<file path="config.mk">
export PLATFORM = sky130hd
export DESIGN_NAME = hazard_ctrl
export DESIGN_NICKNAME = d
export VERILOG_FILES = /design/src/rtl/hazard_ctrl.sv
export SDC_FILE = /design/constraint.sdc
export NUM_CORES = 1
export LEC_CHECK = 0
export ABC_AREA = 1
export BUFFER_PORTS_ARGS = -buffer_cell sky130_fd_sc_hd__buf_2
export CORE_ASPECT_RATIO = 1.25
export CORE_UTILIZATION = 55
export CTS_BUF_LIST = sky130_fd_sc_hd__clkbuf_2 sky130_fd_sc_hd__clkbuf_4 sky130_fd_sc_hd__clkbuf_8
export CTS_CLUSTER_SIZE = 8
export DETAILED_ROUTE_END_ITERATION = 12
export PLACE_DENSITY_LB_ADDON = 0.2
export RECOVER_POWER = 100
export SYNTH_ARGS = -nofsm -noshare
export SYNTH_HDL_FRONTEND = slang
export SYNTH_SLANG_ARGS = --single-unit
</file>
<file path="constraint.sdc">
create_clock -name clk -period 2.1 [get_ports clk]
set_clock_uncertainty 0.15 [all_clocks]
set_input_delay 0.21 -clock clk [delete_from_list [all_inputs] [get_ports clk]]
set_output_delay 0.21 -clock clk [all_outputs]
set_load 0.02 [all_outputs]
</file>
<file path="src/rtl/hazard_ctrl.sv">
// Hazard and forwarding controller for the 5-stage RISC-V pipeline: operand
// forwarding, load-use stalls, sequenced redirect flushes and event counters.
module hazard_ctrl #(
    parameter int FLUSH_CYCLES = 1,
    parameter int CNT_W        = 32
) (
    input  logic             clk,
    input  logic             rst,
    input  logic [4:0]       rs1_d,
    input  logic [4:0]       rs2_d,
    input  logic [4:0]       rs1_e,
    input  logic [4:0]       rs2_e,
    input  logic [4:0]       rd_e,
    input  logic             resultsrc_e,
    input  logic             pcsrc_e,
    input  logic [4:0]       rd_m,
    input  logic             regwrite_m,
    input  logic [4:0]       rd_w,
    input  logic             regwrite_w,
    output logic             stall_f,
    output logic             stall_d,
    output logic             flush_d,
    output logic             flush_e,
    output logic [1:0]       fwd_a,
    output logic [1:0]       fwd_b,
    output logic [CNT_W-1:0] stall_count,
    output logic [CNT_W-1:0] flush_count
);

    typedef enum logic {RUN, FLUSH} state_t;

    // Extra FLUSH cycles after the redirect cycle itself, minus one.
    localparam logic [1:0] FCNT_INIT = 2'((FLUSH_CYCLES > 1) ? FLUSH_CYCLES - 2 : 0);

    state_t            state_reg, state_next;
    logic [1:0]        fcnt_reg, fcnt_next;
    logic              lu;
    logic              accept;
    logic [CNT_W-1:0]  stall_count_reg, flush_count_reg;
    logic [1:0][4:0]   rs_e;
    logic [1:0][1:0]   fwd_sel;

    // Forwarding depends only on pipeline tags and rst, never on state.
    assign rs_e = {rs2_e, rs1_e};

    generate
        for (genvar gi = 0; gi < 2; gi++) begin : g_fwd
            assign fwd_sel[gi] =
                rst ? 2'b00 :
                (regwrite_m && (rd_m != 5'd0) && (rd_m == rs_e[gi])) ? 2'b10 :
                (regwrite_w && (rd_w != 5'd0) && (rd_w == rs_e[gi])) ? 2'b01 :
                2'b00;
        end
    endgenerate

    assign fwd_a = fwd_sel[0];
    assign fwd_b = fwd_sel[1];

    assign lu = resultsrc_e && (rd_e != 5'd0) && ((rd_e == rs1_d) || (rd_e == rs2_d));

    always_comb begin
        state_next = state_reg;
        fcnt_next  = fcnt_reg;
        stall_f    = 1'b0;
        stall_d    = 1'b0;
        flush_d    = 1'b0;
        flush_e    = 1'b0;
        accept     = 1'b0;
        if (!rst) begin
            case (state_reg)
                RUN: begin
                    if (pcsrc_e) begin
                        flush_d = 1'b1;
                        flush_e = 1'b1;
                        accept  = 1'b1;
                        if (FLUSH_CYCLES > 1) begin
                            state_next = FLUSH;
                            fcnt_next  = FCNT_INIT;
                        end
                    end else if (lu) begin
                        stall_f = 1'b1;
                        stall_d = 1'b1;
                        flush_e = 1'b1;
                    end
                end
                FLUSH: begin
                    // Wrong-path redirects and load-uses are squashed here.
                    flush_d = 1'b1;
                    flush_e = 1'b1;
                    if (fcnt_reg == 2'd0) begin
                        state_next = RUN;
                    end else begin
                        fcnt_next = fcnt_reg - 2'd1;
                    end
                end
                default: state_next = RUN;
            endcase
        end
    end

    always_ff @(posedge clk) begin
        if (rst) begin
            state_reg       <= RUN;
            fcnt_reg        <= 2'd0;
            stall_count_reg <= '0;
            flush_count_reg <= '0;
        end else begin
            state_reg <= state_next;
            fcnt_reg  <= fcnt_next;
            if (stall_d && (stall_count_reg != {CNT_W{1'b1}})) begin
                stall_count_reg <= stall_count_reg + 1'b1;
            end
            if (accept && (flush_count_reg != {CNT_W{1'b1}})) begin
                flush_count_reg <= flush_count_reg + 1'b1;
            end
        end
    end

    assign stall_count = stall_count_reg;
    assign flush_count = flush_count_reg;

endmodule

</file>
==> metrics.cfg <==
[route]
drt-pass1-iter-count = 5
detail_route.wirelength_um = 11300
detail-route-antenna-nets = 0
first_iter_violations = 199
viasPerCell = 5.27
remaining_drc_errors = 0
route.vias.total = 4835
routedWlPerCell_um = 12.3

[final_layout]
area_growth_pct = 19.7
antenna_cells = 0
instances_no_fill = 917
utilization_pct = 67.7
final_nets = 861
final.fill_count = 740
post_route_cells_drive_above_1_share_pct = 15.0

[logic_synthesis]
synthTopCellsByCount = 194 x nand2_1, 97 x nor2_1, 71 x inv_1
synthesis.area_um2 = 4380
netlist.area_leader.share_pct = 30.6
asyncSetResetFlopFracSynth_pct = 0
ys_top_cells_by_area = dfxtp_1 31%, nand2_1 17%, nor2_1 8.3%
syn-mean-instance-area_um2 = 6.32
synth_enable_flop_cells = 0
synth_seq_cells = 67
yosys_most_used_dff = dfxtp_1
ys_warn_count = 0
post_synth_inst_count = 693
post_synth_num_cell_types = 41
seq_area_frac_synth_pct = 30.6
synthesis.nets = 737
synthDominantAreaCellType = dfxtp_1
synth.most_common_cell = nand2_1

[setup_path]
worstSetupPathType = flop to flop
crit_required_ns = 2.23
critPathLaunchType = flop
timing.critical_path.arrival_ns = 2.11
crit_fanout = 12
crit_path_end_kind = flop

[outcome]
run_status = complete, no violations

[clocking]
cts_tree = built
max-clock-path-buffers = 2
numClockSinks = 67
ctsHtreeMaxLevel = 3
cts-buffers-inserted = 9
clk_pin_slew_worst_paths_ns = 0.07
root_buffer = clkbuf_8
clock_latency_ns = 0.35

[global_route]
grt_pass1_vias = 4312
number_of_antenna_violations_at_the_first_check_in_global_routing = 0
largest_net_degree_at_the_start_of_global_routing = 47
grt_pass1_wl_um = 17900
global_route.usage.total_pct = 27.2
global_route.overflow_total = 0

[pwr]
cellLeakagePower_nw = 2.23
power.density_nw_per_um2 = 527
vdd_drop_max_uv = 409

[timing]
grt_setup_unrepaired = no
slew_headroom_pct = 66.4
slew_at_the_pin_with_the_worst_max_slew_slack_ns = 0.503
layout_min_cycle_time_ns = 1.98
fin_crit_sh_pct = 94.4
final_hold_viol_count = 0
maxClockFrequency_mhz = 504
setup_viol = 0
report.final.slew_viol_count = 0

[floorplanning]
placeableCoreArea_um2 = 7750
floorplan.initialDensity_pct = 56.5
die_width_um = 81.8
dieArea_um2 = 8320
placement_rows = 36
die_y_um = 102
io_pins = 113

[place]
finalWeightedCongestion = 0.947
numPortBuffers = 112
place.detailed.instances = 895
detailedPlacementHpwl_um = 8380

[run]
max-cap-violations = 0

[hold_path]
hold_class = primary input to flop

-- stage by stage --
stage	cell area [µm²]	TNS, ns	hold WS [ns]	worst slack [ns]	total power, mW
global placement	5020	0	0.316	0.0424	1.55
finish	5240	0	0.232	0.118	2.76
CTS	5270	0	0.225	0.0310	2.78
detailed placement	5020	-0.486	0.322	-0.0714	1.56
floorplan	4380	0	0.300	0.122	1.47
global route	5240	0	0.253	0.000584	2.87
-- report_power, final --
part           internal [mW]  switching [mW]  total [mW]
registers               1.28         0.00499        1.28
clock network          0.728           0.501        1.23
logic                 0.0978           0.156       0.254
-- timing repair --
action / CTS / global route
hold buffers: 1 / 0
gates resized for setup: 1 / 9
endpoints found under the hold margin: 1 / 0
cloned: 1 / 0
endpoints found under the setup margin: 19 / 55
pin swaps: 1 / 4
setup buffers: 0 / 4
-- path summary, 6_finish.rpt --
check / from / to / slack, ns / cells past startpoint
worst max-delay path: flush_count[1] / flush_count[29] / 0.12 / 10
worst min-delay path: rst / flush_count[28] / 0.23 / 3
worst max register to register: flush_count[1] / flush_count[29] / 0.12 / 10
worst min register to register: flush_count[16] / flush_count[16] / 0.34 / 2
-- layout make-up --
class                   count  area (µm²)  area share [%]
clock buffers              12         153            2.91
repair buffers            132         627            12.0
flip-flops and latches     67        1350            25.7
well taps                  95         119            2.27
inverters                  80         300            5.73
clock inverters             4        73.8            1.41
multi-input cells         527        2620            50.1
-- critical path, cell delays in order (launching register included) --
cell	delay, ns
dfxtp_2	0.36
ha_2	0.19
inv_2	0.08
nor3_4	0.22
nand2_2	0.11
nor2_4	0.11
nand3b_1	0.13
nand2_4	0.17
buf_4	0.19
nand2_1	0.06
a21oi_1	0.14
-- layout by cell type (no fill, tap or decap), types with 10 or more instances in the layout --
cell type | netlist | routed
xor2_1 | 20 | 20
clkbuf_1 | 2 | 69
nor3_1 | 22 | 22
nor2_4 | 6 | 10
a21oi_1 | 55 | 55
clkbuf_8 | 0 | 10
o21ai_0 | 10 | 10
buf_4 | 5 | 19
nand2_1 | 194 | 194
inv_1 | 71 | 71
dfxtp_1 | 67 | 64
nand3_1 | 56 | 56
nor2_1 | 97 | 97
buf_2 | 4 | 43
xnor2_1 | 11 | 11
-- cells by family (layout without fill, tap and decap cells) --
| logic type | count (synthesis) | count (layout) | synth area share (%) |
|---|---|---|---|
| buf+inv | 100 | 228 | 10.3 |
| flops | 67 | 67 | 30.6 |
| xor+xnor | 31 | 31 | 6.20 |
| compound gates | 81 | 81 | 10.2 |
| fa+ha+maj | 3 | 3 | 0.857 |
| simple gates | 411 | 412 | 41.8 |
-- metal layers --
layer | GRT usage, % | vias up | wire, µm
met5 | 0 | - | 0
met4 | 9.31 | 0 | 226
met3 | 4.23 | 24 | 497
met2 | 50.3 | 154 | 5820
met1 | 31.1 | 2199 | 4720
li1 | - | 2458 | -
(Power assumes the default switching activity.)
